--- config.mk ---
export PLATFORM = sky130hd
export DESIGN_NAME = mux_scan_ctrl
export DESIGN_NICKNAME = d
export VERILOG_FILES = /design/src/rtl/mux_scan_ctrl.sv
export SDC_FILE = /design/constraint.sdc
export NUM_CORES = 1
export LEC_CHECK = 0
export BUFFER_PORTS_ARGS = -buffer_cell sky130_fd_sc_hd__buf_2
export CAP_MARGIN = 10
export CORE_AREA = 2 2 39 41
export DETAILED_ROUTE_END_ITERATION = 8
export DIE_AREA = 0 0 41 43
export PLACE_DENSITY_LB_ADDON = 0.1
export SKIP_CTS_REPAIR_TIMING = 1
export SYNTH_ARGS = -nofsm -noshare
export SYNTH_HDL_FRONTEND = slang
export SYNTH_SLANG_ARGS = --single-unit
--- constraint.sdc ---
create_clock -name clk -period 2.48 [get_ports clk]
set_clock_uncertainty 0.2 [all_clocks]
set_input_delay 0.496 -clock clk [delete_from_list [all_inputs] [get_ports clk]]
set_output_delay 0.496 -clock clk [all_outputs]
set_load 0.05 [all_outputs]
--- src/rtl/mux_scan_ctrl.sv ---
// rtl/mux_scan_ctrl.sv - scans a 4:1 mux through channels 0..3 and captures its output as a 4-bit word
module mux_scan_ctrl #(
  parameter int DWELL = 2
) (
  input  logic       clk,
  input  logic       rst,
  input  logic       start,
  input  logic       f,
  output logic       sel1,
  output logic       sel0,
  output logic       busy,
  output logic       done,
  output logic [3:0] data
);

  localparam int DW_W = (DWELL > 1) ? $clog2(DWELL) : 1;
  localparam logic [DW_W-1:0] DWELL_LAST = DW_W'(DWELL - 1);

  typedef enum logic [1:0] {
    IDLE,
    SCAN,
    DONE
  } state_t;

  state_t          state;
  state_t          state_n;
  logic [1:0]      ch;
  logic [1:0]      ch_n;
  logic [DW_W-1:0] dwell_cnt;
  logic [DW_W-1:0] dwell_cnt_n;
  logic [3:0]      shadow;
  logic [3:0]      shadow_n;
  logic [3:0]      data_n;
  logic [1:0]      sel_n;
  logic            busy_n;
  logic            done_n;

  // Next-state, counters and capture; registered outputs are derived from the next state
  // so that sel/busy/done all change on the same edge as the state itself.
  always_comb begin
    state_n     = state;
    ch_n        = ch;
    dwell_cnt_n = dwell_cnt;
    shadow_n    = shadow;
    data_n      = data;
    case (state)
      IDLE: begin
        if (start) begin
          state_n     = SCAN;
          ch_n        = 2'd0;
          dwell_cnt_n = '0;
        end
      end
      SCAN: begin
        if (dwell_cnt == DWELL_LAST) begin
          shadow_n[ch] = f;
          dwell_cnt_n  = '0;
          if (ch == 2'd3) begin
            // Channel 3's sample goes straight into data alongside the shadow bits.
            state_n = DONE;
            data_n  = shadow_n;
          end else begin
            ch_n = ch + 2'd1;
          end
        end else begin
          dwell_cnt_n = dwell_cnt + DW_W'(1);
        end
      end
      DONE: begin
        state_n = IDLE;
      end
      default: begin
        state_n = IDLE;
      end
    endcase
    sel_n  = (state_n == SCAN) ? ch_n : 2'b00;
    busy_n = (state_n == SCAN);
    done_n = (state_n == DONE);
  end

  // State and output registers with synchronous reset taking priority.
  always_ff @(posedge clk) begin
    if (rst) begin
      state     <= IDLE;
      ch        <= 2'd0;
      dwell_cnt <= '0;
      shadow    <= 4'b0000;
      data      <= 4'b0000;
      sel1      <= 1'b0;
      sel0      <= 1'b0;
      busy      <= 1'b0;
      done      <= 1'b0;
    end else begin
      state     <= state_n;
      ch        <= ch_n;
      dwell_cnt <= dwell_cnt_n;
      shadow    <= shadow_n;
      data      <= data_n;
      sel1      <= sel_n[1];
      sel0      <= sel_n[0];
      busy      <= busy_n;
      done      <= done_n;
    end
  end

endmodule

Word level (Yosys, flattened, before mapping)
Cells that the tools add are included.
- word-level logic and storage cells: 40
- output and inout bits: 8
- RAM bits: 0
- register bits after elaboration: 17
- bits of input ports: 4
- latch bits: 0
- memory bits (read-only): 0
- memories: 0
- bitwise gates (word level): 1
- shifts and indexed selects: 0
- reductions and logical operators: 7
- add/subtract/negate cells: 2
- muxes and demuxes: 14
- divide/modulo/power cells: 0
- order comparisons: 2
- equality and inequality tests: 5
- multiply operators: 0
- operators with widths (cell ; count):
    2-bit two-way mux ; 6
    2-bit one-hot mux with 2 select lines ; 2
    4-bit bitwise mux ; 1
    2-bit by 1-bit == test with 1-bit output (second input constant) ; 2
    2-bit == test (second input constant) ; 2
    2-bit AND reduction ; 2
    2-bit by 3-bit < comparator with 1-bit output (second input constant) ; 1
    1-bit two-way mux ; 3
    3-bit AND reduction ; 1
    2-bit by 1-bit adder with 2-bit output (second input constant) ; 1
    1-bit demux with 2-bit select ; 1
    2-bit by 1-bit >= comparator with 1-bit output (second input constant) ; 1
    2-bit logical NOT ; 1
    2-bit != test (second input constant) ; 1
    1-bit one-hot mux with 2 select lines ; 1
    2-bit nonzero test ; 1
    2-bit OR reduction ; 1
    1-bit adder (second input constant) ; 1
    1-bit logical AND ; 1
    1-bit NOT ; 1

Longest topological paths before layout
Gate-level depths: netlist of run 1.
- depth after elaboration: 7
- depth in mapped cells: 4
- mapped depth without buffers: 3

Worst setup path after synthesis of run 1
No wires, ideal clock.
- path kind: input to register
- from: input rst
- to: register data[3]
- library setup time: 0.059 ns
- stages: 3
- slack: 1.174 ns
- buffers on the path: 0
- arrival: 1.047 ns
- data required time: 2.221 ns
- cells stage by stage: nand2b_1 -> or3_1 -> nand2_1
- RTL lines (what ; line ; text):
    from (decl) ; 6 ; input logic rst,
    to (signal assigned) ; 98 ; data <= data_n;
    to (decl) ; 13 ; output logic [3:0] data

Worst setup path in the final report of run 1
- from: register data[1]
- to: output data[1]
No word-level cell between the ends.

==> flow_summary.toml, run 1 <==
[final_layout]
final_cells = 97
area_delta_synth_final_pct = 14.1
drive_above_1_share_pct = 21.0
antenna_cells = 0
design_area_um2 = 737
final_nets = 86

[timing]
final-setup-viol-count = 0
slew_headroom_pct = 70.6
rsz0062_at_grt = "false"
fmax_mhz = 634
worst_hold_slack_ns = 0.297
max_slew.worst_pin.slew_ns = 0.440
min_period_ns = 1.58
drv_slew = 0
post-route-period-util_pct = 63.6
hold_viol = 0
tns_ns = 0

[yosys]
synth_top_area_cell = "dfxtp_1"
synth-simple-area-share_pct = 30.4
ys_ff_latch = 16
ys_types = 25
yosys.area_share.xor_xnor_pct = 0
muxShareOfSynthArea_pct = 4.65
synth_top_family_by_area = "simple AND/OR/NAND/NOR gates"
synth_cells = 69
ys_seq_area_share_pct = 49.6
synth_compound_area_share_pct = 10.5
yosysMostFrequentCell = "dfxtp_1"
synth_nets = 73
synthFlopType = "dfxtp_1"
syn_avg_cell_area_um2 = 9.36
synth_common_cells = "dfxtp_1, nor2_1, nand2b_1, o21ai_0"
yosysWarningCount = 0
async_flop_share_pct = 0
netlist_area_um2 = 646
synth_edf_count = 0
synth-adder-area-share_pct = 0
synth_area_leaders = "dfxtp_1, nor2_1, nand2b_1"
synth_top_area_share_pct = 49.6

[die]
die_h_um = 43
core_area_um2 = 1380
pin_count = 12
die_x_um = 41
die_area_um2 = 1760
rows = 14
start_util_pct = 46.7

[min_path]
hold_class = "flip-flop to flip-flop"
whs_path_depth = 2
min_from = "shadow[2]$_SDFFE_PP0P_"
whs_endpoint = "data[2]$_SDFFE_PP0P_"

[clock_tree]
clk_path_buf_depth = 2
root_buffer = "clkbuf_4"
cts.sinks = 16
cts.clk_slew.worst_paths_ns = 0.09
htree_num_levels = 1
cts_tree = "built"
cts_made_buffers = 3
clock_latency_ns = 0.29

[drt]
drcViolationCount = 0
ant_nets = 0
routedWlPerCell_um = 11.5
drtPass1Iterations = 4
viasPerCell = 5.15
vias = 500
drtIter0Drc = 6
drt-total-wl_um = 1120

[power]
comb_power_share_pct = 5.4
leakage_nw = 0.321
power.density_nw_per_um2 = 636
seqPwrFrac_pct = 57.2
p_clk_share_pct = 37.4
intPower_uw = 360
sw_frac_of_total_pct = 23.1
ir_drop_mv = 0.299
power_switching_uw = 108

[placed_design]
portBuffers = 11
dpl.hpwl_um = 761
post_dp_cell_area_um2 = 701
place.gp.congestion = 0.744
dp_cells = 93

[setup_path]
r2r-end = "sel1$_SDFF_PP0_"
path_cells = "buf_2"
cp_max_fo = 2
r2r_slack_ns = 1.06
critPathSlowestCell = "dfxtp_1"
start_kind = "flip-flop"
end_kind = "primary output"
worstPathArrival_ns = 0.88
r2r_start = "state[1]$_SDFF_PP0_"
crit_buf_inv = 1
crit_family = "flip-flops"
slowest_delay_ns = 0.33
worst-setup-path-type = "flip-flop to primary output"
rr_worst_depth = 3
cp.required_ns = 1.78

[global_routing]
overflow = 0
track_usage_pct = 15.9
grt_pass1_wl_um = 1760
grt_max_degree = 16
antenna_found_initial = 0
grt_pass1_vias = 390

[outcome]
status = "completed"

[job]
maxCapViolations = 0
-- cell usage in the layout (no fill, tap or decap), drive strengths merged --
cell type,n
a21oi,2
a221o,1
and2b,1
and3b,1
buf,11
clkbuf,4
dfxtp,16
inv,3
mux2i,3
nand2,2
nand2b,5
nand3,1
nand3b,1
nand4,1
nand4b,1
nor2,9
nor2b,3
nor3,2
nor4,2
o211ai,1
o21ai,8
or2,1
or3,1
or3b,1
-- worst register-to-register path, stage by stage, from the launching register on --
cell and delay (ns):
dfxtp_1 0.45, nand3b_1 0.23, a221o_1 0.39, nor2_1 0.09
-- logic make-up (layout without fill, tap and decap cells) --
kind of cell / after synthesis / count (layout)
compound gates: 12 / 12
mux: 3 / 3
buf+inv: 6 / 18
simple gates: 32 / 32
flops: 16 / 16
-- through the flow --
stage | util (%) | setup slack, ns | power, mW
after global placement | 50.6 | 0.945 | 0.299
after floorplan | - | 1.17 | 0.293
after CTS | 53.3 | 0.896 | 0.469
final | 53.3 | 0.902 | 0.468
after detailed placement | 50.6 | 0.915 | 0.299
after global routing | 53.3 | 0.862 | 0.484
-- layer usage --
layer  vias to the layer above  wire (µm)  share of wire (%)  track usage [%]
met5                         -          0                  0                0
met4                         0         37                3.3             12.0
met3                         5         60                5.4             6.28
met2                        12        444                 40             17.5
met1                       222        575                 51             23.4
li1                        261          -                  -                -
-- power by group through the flow --
stage	clock, mW	combinational, mW	sequential [mW]
global route	0.186	0.0283	0.269
floorplan	0	0.0172	0.275
detailed placement	0	0.0254	0.274
global placement	0	0.0251	0.274
finish	0.175	0.0254	0.268
CTS	0.175	0.0256	0.268
-- registers in the layout, indices dropped and copies added (netlist names) --
name and cells:
busy 1, ch 2, data 4, done 1, dwell_cnt 1, sel0 1
sel1 1, shadow 3, state 2
-- cell type report --
cell class / instances / area (µm²)
fill: 138 / 647
multi-input combinational: 47 / 294
timing repair buffer: 11 / 55.1
clock buffer: 4 / 36.3
tap: 16 / 20.0
inverter: 3 / 11.3
sequential: 16 / 320
-- worst max path at each step --
stage                         start                   end  cells past startpoint
6_report       data[1]$_SDFFE_PP0P_               data[1]                      1
5_1_grt        data[1]$_SDFFE_PP0P_               data[1]                      1
4_1_cts        data[2]$_SDFFE_PP0P_               data[2]                      1
3_5_place_dp                    rst  data[3]$_SDFFE_PP0P_                      4
3_3_place_gp                    rst  data[3]$_SDFFE_PP0P_                      4
2_1_floorplan                   rst  data[3]$_SDFFE_PP0P_                      3
Power figures use the tool's default switching activity.
==> run 2: changes to the inputs <==
- ABC_AREA: unset -> 1
- CORE_AREA: 2 2 39 41 -> unset
- CORE_MARGIN: unset -> 2
- CORE_UTILIZATION: unset -> 50
- DIE_AREA: 0 0 41 43 -> unset
- clock period: 2.48 -> 1.5 ns (I/O delays scaled with it)
==> flow_summary.toml, run 2 <==
[outcome]
status = "completed"

[global_routing]
grt_pass1_wl_um = 2020
use_met2_pct = 29.8
overflow = 0
met3_usage_pct = 3.89
globalRoute.busiestLayer = "met2"
antenna_found_initial = 0
grt_max_degree = 10
use_met1_pct = 24.1
track_usage_pct = 19.3
grt_pass1_vias = 491

[yosys]
ys_ff_latch = 16
synth_area_leaders = "dfxtp_1, nand2_1, nor2_1"
synth_nets = 92
synth_top_area_cell = "dfxtp_1"
synth_cells = 88
ys_types = 14
ys_seq_area_share_pct = 49.4
synth_edf_count = 0
syn_avg_cell_area_um2 = 7.37
synthFlopType = "dfxtp_1"
netlist_area_um2 = 648
async_flop_share_pct = 0
synth_common_cells = "nand2_1, dfxtp_1, nor2_1, nand3_1"
yosysMostFrequentCell = "nand2_1"
synth_top_area_share_pct = 49.4
yosysWarningCount = 0

[min_path]
whs_path_depth = 2
min_from = "rst"
hold_class = "input pin to flip-flop"
whs_endpoint = "done$_SDFF_PP0_"

[setup_path]
worst-setup-path-type = "flip-flop to primary output"
critPathSlowestCell = "dfxtp_1"
worstPathArrival_ns = 0.88
rr_worst_depth = 4
cp.required_ns = 1.00
r2r_start = "dwell_cnt$_SDFFE_PP0P_"
crit_buf_inv = 1
r2r-end = "data[3]$_SDFFE_PP0P_"
cp_max_fo = 2
start_kind = "flip-flop"
r2r_slack_ns = 0.27
slowest_delay_ns = 0.34
end_kind = "primary output"
crit_family = "flip-flops"
path_cells = "buf_2"

[drt]
drcViolationCount = 0
routedWlPerCell_um = 9.85
vias = 563
drt-total-wl_um = 1150
ant_nets = 0
drtIter0Drc = 9
viasPerCell = 4.81
drtPass1Iterations = 5

[final_layout]
multiInputGateArea_um2 = 293
area_delta_synth_final_pct = 16.8
reg_top3 = "data x4, shadow x3"
largest_register_ffs = 4
regMostFlops = "data"
final_common_cell = "nand2_1"
drive_above_1_share_pct = 27.2
final_nets = 108
layout_common_cells = "nand2_1, dfxtp_1, nor2_1, buf_2, nand3_1"
fin_util_pct = 65.5
n_fill_cell = 104
regArea_um2 = 320
antenna_cells = 0

[timing]
layout_setup_ws_ns = 0.117
hold_viol = 0
drv_slew = 0
post-route-period-util_pct = 92.2
fmax_mhz = 723
final-setup-viol-count = 0
max_slew.worst_pin.slew_ns = 0.250
rsz0062_at_grt = "false"
min_period_ns = 1.38
slew_headroom_pct = 83.4
tns_ns = 0

[power]
power.density_nw_per_um2 = 1020
ir_drop_mv = 0.724
finalPower_uw = 775
leakage_nw = 0.394

[clock_tree]
cts_tree = "built"
cts.clk_slew.worst_paths_ns = 0.09
cts.sinks = 16
clock_latency_ns = 0.28
clk_path_buf_depth = 2
htree_num_levels = 1
root_buffer = "clkbuf_4"
cts_made_buffers = 3

[die]
die_h_um = 40.0
die_x_um = 40.0
pin_count = 12
die_area_um2 = 1600
rows = 12
start_util_pct = 56.1
core_area_um2 = 1160

[placed_design]
pre_cts_ws_ns = 0.307
portBuffers = 11
dpl.hpwl_um = 902
place.gp.congestion = 0.789

[job]
maxCapViolations = 0
-- run 2: worst max-delay path by stage --
| stage | slack, ns | cells past startpoint | start | endpoint |
|---|---|---|---|---|
| final | 0.12 | 1 | data[3]$_SDFFE_PP0P_ | data[3] |
| after global routing | 0.08 | 1 | data[3]$_SDFFE_PP0P_ | data[3] |
| after CTS | 0.11 | 1 | data[3]$_SDFFE_PP0P_ | data[3] |
| after detailed placement | 0.31 | 4 | dwell_cnt$_SDFFE_PP0P_ | data[3]$_SDFFE_PP0P_ |
| after global placement | 0.32 | 5 | state[0]$_SDFF_PP0_ | data[0]$_SDFFE_PP0P_ |
| after floorplan | 0.34 | 3 | data[0]$_SDFFE_PP0P_ | data[0]$_SDFFE_PP0P_ |
-- run 2: area by class of cell --
class                      instances  area share, %
clock buffer                       4           4.79
inverter                           9           4.63
multi-input combinational         63           38.7
sequential                        16           42.3
tap                               14           2.31
timing repair buffer              11           7.27
-- run 2: cells by family (layout without fill, tap and decap cells) --
logic type	after synthesis	count (layout)	synth area share, %
AND/OR/NAND/NOR	59	59	40.9
flip-flops	16	16	49.4
buffers and inverters	9	24	5.40
AO/OA/AOI/OAI	4	4	4.25
-- run 2: worst reg2reg max path: cells and delay by family (launching register included) --
kind | cells | cell delay, ns
flip-flops | 1 | 0.44
AND/OR/NAND/NOR | 4 | 0.54
-- run 2: where the power goes --
part / internal, mW / total (mW) / switching (mW)
clock: 0.148 / 0.279 / 0.131
sequential: 0.432 / 0.440 / 0.00767
combinational: 0.0160 / 0.0564 / 0.0404
-- run 2: metal layers --
metal  part of all wire (%)  up-vias
met3                    6.2        5
met1                     47      238
met5                      0        -
met4                    2.7        0
li1                       -      304
met2                     44       16
-- run 2: metrics by stage --
stage          hold slack, ns  cells  cell area [µm²]
2_1_floorplan           0.172     88              648
3_3_place_gp            0.229    113              721
3_5_place_dp            0.234    113              721
4_1_cts                0.0645    117              757
5_1_grt                0.0627    117              757
6_report               0.0616    117              757
